==> config.mk <==
export PLATFORM = sky130hd
export DESIGN_NAME = led_pattern_gen
export DESIGN_NICKNAME = d
export VERILOG_FILES = /design/src/rtl/led_pkg.sv /design/src/rtl/led_channel.sv /design/src/rtl/led_pattern_gen.sv
export SDC_FILE = /design/constraint.sdc
export NUM_CORES = 1
export LEC_CHECK = 0
export CAP_MARGIN = 20
export CORE_MARGIN = 8
export CORE_UTILIZATION = 62
export DETAILED_ROUTE_END_ITERATION = 8
export PLACE_DENSITY = 0.81
export SETUP_SLACK_MARGIN = 0.02
export SLEW_MARGIN = 20
export SYNTH_ARGS = -nofsm -noshare
export SYNTH_HDL_FRONTEND = slang
export SYNTH_SLANG_ARGS = --single-unit
export TNS_END_PERCENT = 100
==> constraint.sdc <==
create_clock -name i_clk -period 3.4 [get_ports i_clk]
set_input_delay 0.85 -clock i_clk [delete_from_list [all_inputs] [get_ports i_clk]]
set_output_delay 0.85 -clock i_clk [all_outputs]
set_load 0.1 [all_outputs]
==> src/rtl/led_pkg.sv <==
// Shared definitions for the LED pattern generator: channel modes and a
// width helper used to size counters and the channel select.
package led_pkg;

  localparam int MODE_W = 2;

  typedef enum logic [MODE_W-1:0] {
    MODE_OFF   = 2'd0,
    MODE_ON    = 2'd1,
    MODE_BLINK = 2'd2,
    MODE_PWM   = 2'd3
  } led_mode_e;

  // Bits needed to hold 0..n-1, never less than one.
  function automatic int width_of(input int n);
    return (n > 1) ? $clog2(n) : 1;
  endfunction

endpackage

==> src/rtl/led_channel.sv <==
// One LED channel: holds its own mode/rate/duty and produces a registered
// drive that advances only on prescaler ticks.
module led_channel
  import led_pkg::*;
#(
  parameter int RATE_BITS = 8,
  parameter int DUTY_BITS = 8
) (
  input  logic                 clk,
  input  logic                 rst_n,
  input  logic                 tick,
  input  logic                 wr_en,
  input  logic [MODE_W-1:0]    mode,
  input  logic [RATE_BITS-1:0] rate,
  input  logic [DUTY_BITS-1:0] duty,
  output logic                 led
);

  localparam logic [RATE_BITS-1:0] RATE_ONE = RATE_BITS'(1);
  localparam logic [DUTY_BITS-1:0] DUTY_ONE = DUTY_BITS'(1);

  led_mode_e              mode_q;
  logic [RATE_BITS-1:0]   rate_q;
  logic [RATE_BITS-1:0]   cnt_q;
  logic [DUTY_BITS-1:0]   duty_q;
  logic [DUTY_BITS-1:0]   phase_q;
  logic [RATE_BITS-1:0]   rate_eff;
  logic                   blink_wrap;

  // A programmed rate of zero behaves as one tick per half-period.
  always_comb begin
    rate_eff   = (rate_q == '0) ? RATE_ONE : rate_q;
    blink_wrap = (cnt_q == (rate_eff - RATE_ONE));
  end

  always_ff @(posedge clk or negedge rst_n) begin
    if (!rst_n) begin
      mode_q  <= MODE_OFF;
      rate_q  <= '0;
      duty_q  <= '0;
      cnt_q   <= '0;
      phase_q <= '0;
      led     <= 1'b0;
    end else if (wr_en) begin
      // A write takes priority over a coincident tick: counters restart.
      mode_q  <= led_mode_e'(mode);
      rate_q  <= rate;
      duty_q  <= duty;
      cnt_q   <= '0;
      phase_q <= '0;
      led     <= 1'b0;
    end else begin
      case (mode_q)
        MODE_OFF: led <= 1'b0;
        MODE_ON:  led <= 1'b1;
        MODE_BLINK: begin
          if (tick) begin
            if (blink_wrap) begin
              cnt_q <= '0;
              led   <= ~led;
            end else begin
              cnt_q <= cnt_q + RATE_ONE;
            end
          end
        end
        MODE_PWM: begin
          if (tick) phase_q <= phase_q + DUTY_ONE;
          led <= (phase_q < duty_q);
        end
        default: led <= 1'b0;
      endcase
    end
  end

endmodule

==> src/rtl/led_pattern_gen.sv <==
// Multi-channel LED driver: shared tick prescaler, config write port and
// one led_channel per output pin.
module led_pattern_gen
  import led_pkg::*;
#(
  parameter  int NCH       = 4,
  parameter  int PRESCALE  = 1000,
  parameter  int RATE_BITS = 8,
  parameter  int DUTY_BITS = 8,
  localparam int CH_W      = width_of(NCH)
) (
  input  logic                 i_clk,
  input  logic                 i_rst_n,
  input  logic                 i_cfg_valid,
  output logic                 o_cfg_ready,
  input  logic [CH_W-1:0]      i_cfg_ch,
  input  logic [MODE_W-1:0]    i_cfg_mode,
  input  logic [RATE_BITS-1:0] i_cfg_rate,
  input  logic [DUTY_BITS-1:0] i_cfg_duty,
  output logic                 o_tick,
  output logic [NCH-1:0]       o_led
);

  localparam int              PS_W    = width_of(PRESCALE);
  localparam logic [PS_W-1:0] PS_LAST = PS_W'(PRESCALE - 1);
  localparam logic [PS_W-1:0] PS_ONE  = PS_W'(1);

  logic [PS_W-1:0] ps_cnt;
  logic            cfg_fire;

  // Config handshake: a write transfers on any clock edge where
  // i_cfg_valid && o_cfg_ready. Ready is low only until the first edge after
  // reset release; there is no other backpressure. Writes to a channel index
  // at or beyond NCH transfer but match no channel and are dropped.
  assign cfg_fire = i_cfg_valid && o_cfg_ready;

  always_ff @(posedge i_clk or negedge i_rst_n) begin
    if (!i_rst_n) begin
      ps_cnt      <= '0;
      o_tick      <= 1'b0;
      o_cfg_ready <= 1'b0;
    end else begin
      o_cfg_ready <= 1'b1;
      if (ps_cnt == PS_LAST) begin
        ps_cnt <= '0;
        o_tick <= 1'b1;
      end else begin
        ps_cnt <= ps_cnt + PS_ONE;
        o_tick <= 1'b0;
      end
    end
  end

  for (genvar g = 0; g < NCH; g++) begin : g_ch
    logic wr_en;
    assign wr_en = cfg_fire && (i_cfg_ch == CH_W'(g));

    led_channel #(
      .RATE_BITS (RATE_BITS),
      .DUTY_BITS (DUTY_BITS)
    ) u_ch (
      .clk   (i_clk),
      .rst_n (i_rst_n),
      .tick  (o_tick),
      .wr_en (wr_en),
      .mode  (i_cfg_mode),
      .rate  (i_cfg_rate),
      .duty  (i_cfg_duty),
      .led   (o_led[g])
    );
  end

endmodule

==> Word level (Yosys, flattened, before mapping) <==
Cells that the tools add are included.
Widths: inputs -> output; s select.
{ "classes": {"addsub": 13, "muxes": 50, "eq_ne": 28, "n_lt_le_gt_ge": 4, "n_reduce_logical": 38, "n_bitwise": 4} }
{ "op_table": {"columns": ["operator", "count"], "rows": [
  ["$mux 8", 32],
  ["$add 8x1->8 const B", 8],
  ["$eq 8x8->1", 4],
  ["$logic_not 8->1", 4],
  ["$lt 8x8->1", 4],
  ["$sub 8x1->8 const B", 4],
  ["$reduce_and 2->1", 12],
  ["$reduce_bool 2->1", 12],
  ["$eq 2x2->1 const B", 10],
  ["$pmux 1 s4", 4],
  ["$mux 1", 13],
  ["$ne 3x1->1 const B", 4],
  ["$ne 3x2->1 const B", 4],
  ["$add 10x1->10 const B", 1],
  ["$eq 10x10->1 const B", 1],
  ["$eq 2x1->1 const B", 5],
  ["$logic_not 2->1", 5],
  ["$mux 10", 1],
  ["$logic_and 1x1->1", 5],
  ["$not 1->1", 4]
]} }
{ "word_totals": {"inputBits": 23, "wordCells": 164, "output_inout_bits": 6, "register_bits": 152} }

==> Longest topological paths before layout <==
Gate-level depths: netlist (run 1).
{ "logic_depth": {"ltp_word": 8, "mapped_depth": 11, "mapped_depth_nobuf": 10} }

==> Cells and area by module <==
From an unflattened synthesis (run 1), not the netlist that was laid out.
{ "hier_totals": {"hier_cells": 917, "hier_area_um2": 8769.7} }
{ "by_module_without_submodules": {"columns": ["mod", "area_each_um2", "cells_per_inst", "seq_area_each_um2", "n_inst"], "rows": [
  ["led_channel", 2050.7, 216, 875.8, 4],
  ["led_pattern_gen", 566.8, 53, 300.3, 1]
]} }

==> Worst setup path after synthesis (run 1) <==
No wires, ideal clock.
{ "synth_timing": {"path_kind": "register -> register", "start": "reg g_ch[2].u_ch.rate_q[2]", "end": "reg g_ch[2].u_ch.cnt_q[0]", "setup_ns": 0.137, "setup_slack_ns": 0.547, "stages_incl_launch_ff": 11, "n_path_buf": 1, "t_arrival_ns": 2.716, "path_cell_list": "dfrtp_1 clkbuf_1 or4_1 o41a_1 ha_1 xor2_1 o21ai_0 a2111oi_0 nand4_1 nor2_1 o21ai_0"} }
{ "synth_via": {"elab_chain_cells": 8} }
{ "synth_lines": {"columns": ["element", "line_no", "text"], "rows": [
  ["from (decl)", "led_channel.sv:23", "logic [RATE_BITS-1:0] rate_q;"],
  ["from (signal assigned)", "led_channel.sv:47", "rate_q <= rate;"],
  ["$logic_not 8->1", "led_channel.sv:32", "rate_eff = (rate_q == '0) ? RATE_ONE : rate_q;"],
  ["$mux 8 *", "led_channel.sv:32", null],
  ["$sub 8x1->8 *", "led_channel.sv:33", "blink_wrap = (cnt_q == (rate_eff - RATE_ONE));"],
  ["$eq 8x8->1 *", "led_channel.sv:33", null],
  ["$mux 8 *", "led_channel.sv:58", "if (blink_wrap) begin"],
  ["$mux 8 *", "led_channel.sv:57", "if (tick) begin"],
  ["$mux 8 *", "led_channel.sv:53", "case (mode_q)"],
  ["$mux 8 *", "led_channel.sv:44", "end else if (wr_en) begin"],
  ["to (signal assigned)", "led_channel.sv:62", "cnt_q <= cnt_q + RATE_ONE;"],
  ["to (decl)", "led_channel.sv:24", "logic [RATE_BITS-1:0] cnt_q;"]
]} }
Every way passes the cells marked *; elsewhere a longest branch is shown, timed or not. The select of a mux whose other input is x is not followed.
A chain may end at the register's enable or synchronous reset.

==> Worst setup path after layout (run 1) <==
{ "layout_timing": {"start": "reg g_ch[2].u_ch.rate_q[3]", "end": "reg g_ch[2].u_ch.led"} }
{ "layout_via": {"elab_chain_cells": 6} }
{ "layout_lines": {"columns": ["element", "line_no", "text"], "rows": [
  ["$logic_not 8->1", "led_channel.sv:32", null],
  ["$mux 8 *", "led_channel.sv:32", null],
  ["$sub 8x1->8 *", "led_channel.sv:33", null],
  ["$eq 8x8->1 *", "led_channel.sv:33", null],
  ["$ne 3x1->1 (no line) *", null, null],
  ["$reduce_and 2->1 (no line) *", null, null],
  ["to (signal assigned)", "led_channel.sv:60", "led <= ~led;"],
  ["to (signal assigned)", "led_channel.sv:68", "led <= (phase_q < duty_q);"],
  ["to (decl)", "led_channel.sv:16", "output logic led"]
]} }
Every way passes the cells marked *; elsewhere a longest branch is shown, timed or not.

==> results of run 1 <==
==> cell usage in the layout, fill, tap and decap left out, drive strengths merged, types with 4 or more instances in the layout <==
cell           synthesis  final
xor2                  45     45
a22o                   4      4
a211oi                12     12
nand2b                 7      7
nand4                 21     21
nor4                  11     11
o22ai                  4      4
or4                    5      5
o2111a                 4      4
or3                   13     13
xnor2                 29     29
buf                   10     15
a21oi                 33     33
nor2                  62     62
nor2b                 15     15
and4                   4      4
o21ai                 77     77
nand2                185    185
and3                  20     20
clkdlybuf4s50          0     21
mux2i                 11     11
o311ai                 4      4
o31ai                  5      5
dfrtp                152    152
ha                    41     41
and2                   5      5
nor3                  19     19
nor3b                  5      5
nand3                 38     38
clkbuf                28     24
inv                   43     43
==> sequential cells by signal, summed over array words and instances (netlist names) <==
signal,flops
g_ch.u_ch.mode_q,8
g_ch.u_ch.cnt_q,32
g_ch.u_ch.duty_q,32
g_ch.u_ch.rate_q,32
g_ch.u_ch.phase_q,32
ps_cnt,10
o_cfg_ready,1
g_ch.u_ch.led,4
o_tick,1
==> critical path: stages (launching register included) <==
cell,delay (ps)
sky130_fd_sc_hd__dfrtp_1,450
sky130_fd_sc_hd__or4_1,560
sky130_fd_sc_hd__o41a_1,330
sky130_fd_sc_hd__ha_1,320
sky130_fd_sc_hd__xor2_1,150
sky130_fd_sc_hd__o21ai_0,90
sky130_fd_sc_hd__a2111oi_0,350
sky130_fd_sc_hd__nand4_1,240
sky130_fd_sc_hd__o31ai_1,300
sky130_fd_sc_hd__mux2i_1,230
==> stage by stage <==
stage	utilization (%)	instances
4_1_cts	71.1	1148
3_5_place_dp	66.6	1117
3_3_place_gp	66.6	1117
6_report	71.2	1148
5_1_grt	71.2	1148
2_1_floorplan	-	943
==> logic make-up after synthesis <==
family,count (synthesis),synth area share (%)
simple gates,418,23.8
mux,11,1.30
flops,152,45.1
buf+inv,81,3.88
compound gates,164,12.1
xor+xnor,74,7.68
other cells,1,0.0444
fa+ha+maj,42,6.20
==> area by class of cell <==
cell class,instances,share of cell area (%)
clock buffer,24,5.19
clock inverter,7,1.23
inverter,43,1.71
multi-input combinational,710,45.8
sequential,152,40.2
tap,176,2.33
timing repair buffer,36,3.58
==> repair_timing <==
item                       4_1_cts  5_1_grt
setup endpoints to repair        0        7
buffers inserted                 0        0
resized for setup                0        1
hold buffers                     0        0
==> where the power goes <==
group	switching (mW)	total, mW	internal, mW	leakage, nW
Sequential	0.235	2.26	2.03	1.97
Combinational	0.731	1.19	0.458	2.17
Clock	0.724	1.95	1.23	0.296
==> layer usage <==
layer / up-vias / track usage, %
li1: 3293 / -
met1: 3327 / 29.0
met2: 177 / 36.1
met3: 39 / 5.53
met4: 0 / 9.53
met5: - / 0
==> how the worst max path moves through the flow <==
stage | from | to | slack, ps | cells past startpoint
after floorplan | g_ch[2].u_ch.rate_q[2]$_DFFE_PN0P_ | g_ch[2].u_ch.cnt_q[0]$_DFFE_PN0P_ | 550 | 10
after global placement | g_ch[2].u_ch.rate_q[3]$_DFFE_PN0P_ | g_ch[2].u_ch.cnt_q[0]$_DFFE_PN0P_ | 340 | 9
after detailed placement | g_ch[2].u_ch.rate_q[3]$_DFFE_PN0P_ | g_ch[2].u_ch.cnt_q[7]$_DFFE_PN0P_ | 210 | 9
after CTS | g_ch[2].u_ch.rate_q[3]$_DFFE_PN0P_ | g_ch[2].u_ch.cnt_q[1]$_DFFE_PN0P_ | 160 | 9
after global routing | g_ch[1].u_ch.rate_q[3]$_DFFE_PN0P_ | g_ch[1].u_ch.cnt_q[3]$_DFFE_PN0P_ | 70 | 9
final | g_ch[2].u_ch.rate_q[3]$_DFFE_PN0P_ | g_ch[2].u_ch.led$_DFFE_PN0P_ | 300 | 9
==> flow_results.org, run 1 <==
** Power and ir drop
- IR analysis of the VDD net gives a maximum drop of 511 uV.
- In this run the static leakage power is 4.44 nW.
- Total Power :: 5.41 mW
- PD cells :: ~570 nW/um^2

** Global route
- Antenna violations before repair :: 0
- The via count of the first global-routing pass came to 6,713.
- GR Overflow Total :: 0
- Global Route Usage Sum :: 22.7%
- Wire length of the first global-routing pass :: 32,900 um
- Pin count of the biggest net entering global routing :: 75

** Die
- The floorplan has 42 rows.
- The die covers around 18,000 sq um.
- Measured along the x axis, the die boundary spans 133 um.
- In this run the standard cell core region covers 13,300 sq um.
- The die is about 130 um tall.
- IO Pins :: 29
- Initial Util :: 63.5%

** Timing
- Endpoints failing setup :: 0
- Worst hold slack across all endpoints :: about 460 ps
- Setup total negative slack :: 0 ps
- Unrepaired setup endpoints after global routing :: no
- The total count of max-transition violations in the final report is 0.
- The worst pin sits at a relative slew slack of 47.9%.
- Clock period minus final worst setup slack :: 3100 ps
- The clock arrives with 7.03 ps of skew.
- Peak clock frequency supported by timing :: roughly 0.32 GHz
- The number of hold-slack violations in the final timing report is 0.
- Tcrit/Tclk final :: 91.2%
- Transition at the pin with the smallest max-transition slack :: just under 800 ps
- Across all setup checks in the final design, the least slack found is 299 ps.

** Detailed routing
- DRC violations left :: 0
- Routed Antenna Nets :: 0
- Detailed-route vias per instance :: 5.95
- Aggregate routed wire length :: 19,100 um
- Post-Route M1 WL :: 8560 um
- After the first detailed-routing iteration, the DRC count stood at 570.
- Initial DRT Pass Iterations :: 5
- After detailed routing, the average wire length per cell comes to 16.6 um.
- Met2 wirelength from detailed routing :: 9070 um
- Across all layers, the routed design uses 6,836 vias.
- Routed wire length on met3 :: 960 um
- The highest layer touched by signal routing is met4.

** Place
- Before CTS, the worst setup slack after placement is 209 ps.
- Port buffering added 28 buffers.
- At the end of routability-driven placement, the weighted congestion stood at 0.903.
- Detailed placement ended at an HPWL of between 10,000 and 15,000 um.
- Total placed instance area :: approximately 8800 sq um

** Yosys
- The Yosys step of the flow raised 0 warnings.
- Most frequent cell after synthesis :: sky130_fd_sc_hd__nand2_1
- Post-synthesis sequential area ratio :: 45.1%
- Top cell type's share of synthesized area :: ~45%
- Cells taking the most area after synthesis :: sky130_fd_sc_hd__dfrtp_1 45%, sky130_fd_sc_hd__nand2_1 8.2%, sky130_fd_sc_hd__ha_1 6.1%
- Dominant synthesized flop cell :: sky130_fd_sc_hd__dfrtp_1
- Summed over all instances, the cell type with the most area after synthesis is sky130_fd_sc_hd__dfrtp_1.
- Each instance of the synthesized netlist takes up on average 8.95 sq um.
- Number of synthesized flops with an enable pin :: 0
- After technology mapping, the gate count stands at 943.
- The synthesized netlist contains 63 unique library cells.
- Counting flops with an async set or reset pin after synthesis yields a share of 100%.
- When the netlist entered floorplanning its net count stood at 1,007.
- Number of register bits inferred by synthesis :: between 150 and 200
- Area of the mapped netlist :: 8440 sq um
- Ranked by instance count, the synthesized netlist is headed by 185 x sky130_fd_sc_hd__nand2_1, 152 x sky130_fd_sc_hd__dfrtp_1, 76 x sky130_fd_sc_hd__o21ai_0.

** Critical path
- The worst register-to-register path begins at g_ch[2].u_ch.rate_q[3]$_DFFE_PN0P_.
- Of all nets on the critical path, the largest fanout is 7.
- Worst Path Class, Setup :: reg -> reg
- Type of origin of the critical path :: register
- At the worst endpoint, the required time is 3740 ps.
- Signal arrival time at the worst endpoint :: roughly 3400 ps
- The number of cells on the worst reg-to-reg path is 9.
- Endpoint type of the worst setup path :: register
- Capturing point of the worst reg2reg path :: g_ch[2].u_ch.led$_DFFE_PN0P_
- The worst register-to-register path has a setup slack of between 200 and 300 ps.

** Finish
- The layout has ~1,000 filler cells.
- Post-route cell area :: 9470 sq um
- Across the whole layout, storage elements account for 3800 sq um.
- In the final design database the tool counted 1,024 nets.
- Summing all multi-input logic gate instances after layout gives 4330 sq um.
- From synthesis to final layout, the design area changed by 12.1%.
- The number of antenna diodes in the final layout is 0.
- In the final layout, the share of cells above drive strength 1 is under 10%.

** Clocking
- The later pin in the worst-skew pair is clocked with a latency of 420 ps.
- CTS built an H-tree with a depth of 4.
- The root buffer cell chosen for the clock tree is sky130_fd_sc_hd__clkbuf_16.
- CTS saw 152 sinks.
- TritonCTS built the clock tree.
- TritonCTS created 17 clock buffers.
- Maximum count of clock buffers along a single path :: 2
- Clock-pin slew was measured on the worst setup and hold paths at about 60 ps.

** Worst hold path
- The path class of the tightest hold or removal check is in -> async.

** Status
- The run finished with clean final reports.

** Run
- Max-cap violations in this run came to 0.
No activity file was read; power rests on OpenSTA's default activity.
==> run 2: changes to the inputs <==
--- a/config.mk
+++ b/config.mk
@@ -11,6 +11,7 @@
 export DETAILED_ROUTE_END_ITERATION = 8
 export PLACE_DENSITY = 0.81
 export SETUP_SLACK_MARGIN = 0.02
+export SKIP_LAST_GASP = 1
 export SLEW_MARGIN = 20
 export SYNTH_ARGS = -nofsm -noshare
 export SYNTH_HDL_FRONTEND = slang
==> results of run 2 <==
The final DEF is identical to that of run 1; final timing and power are the same.
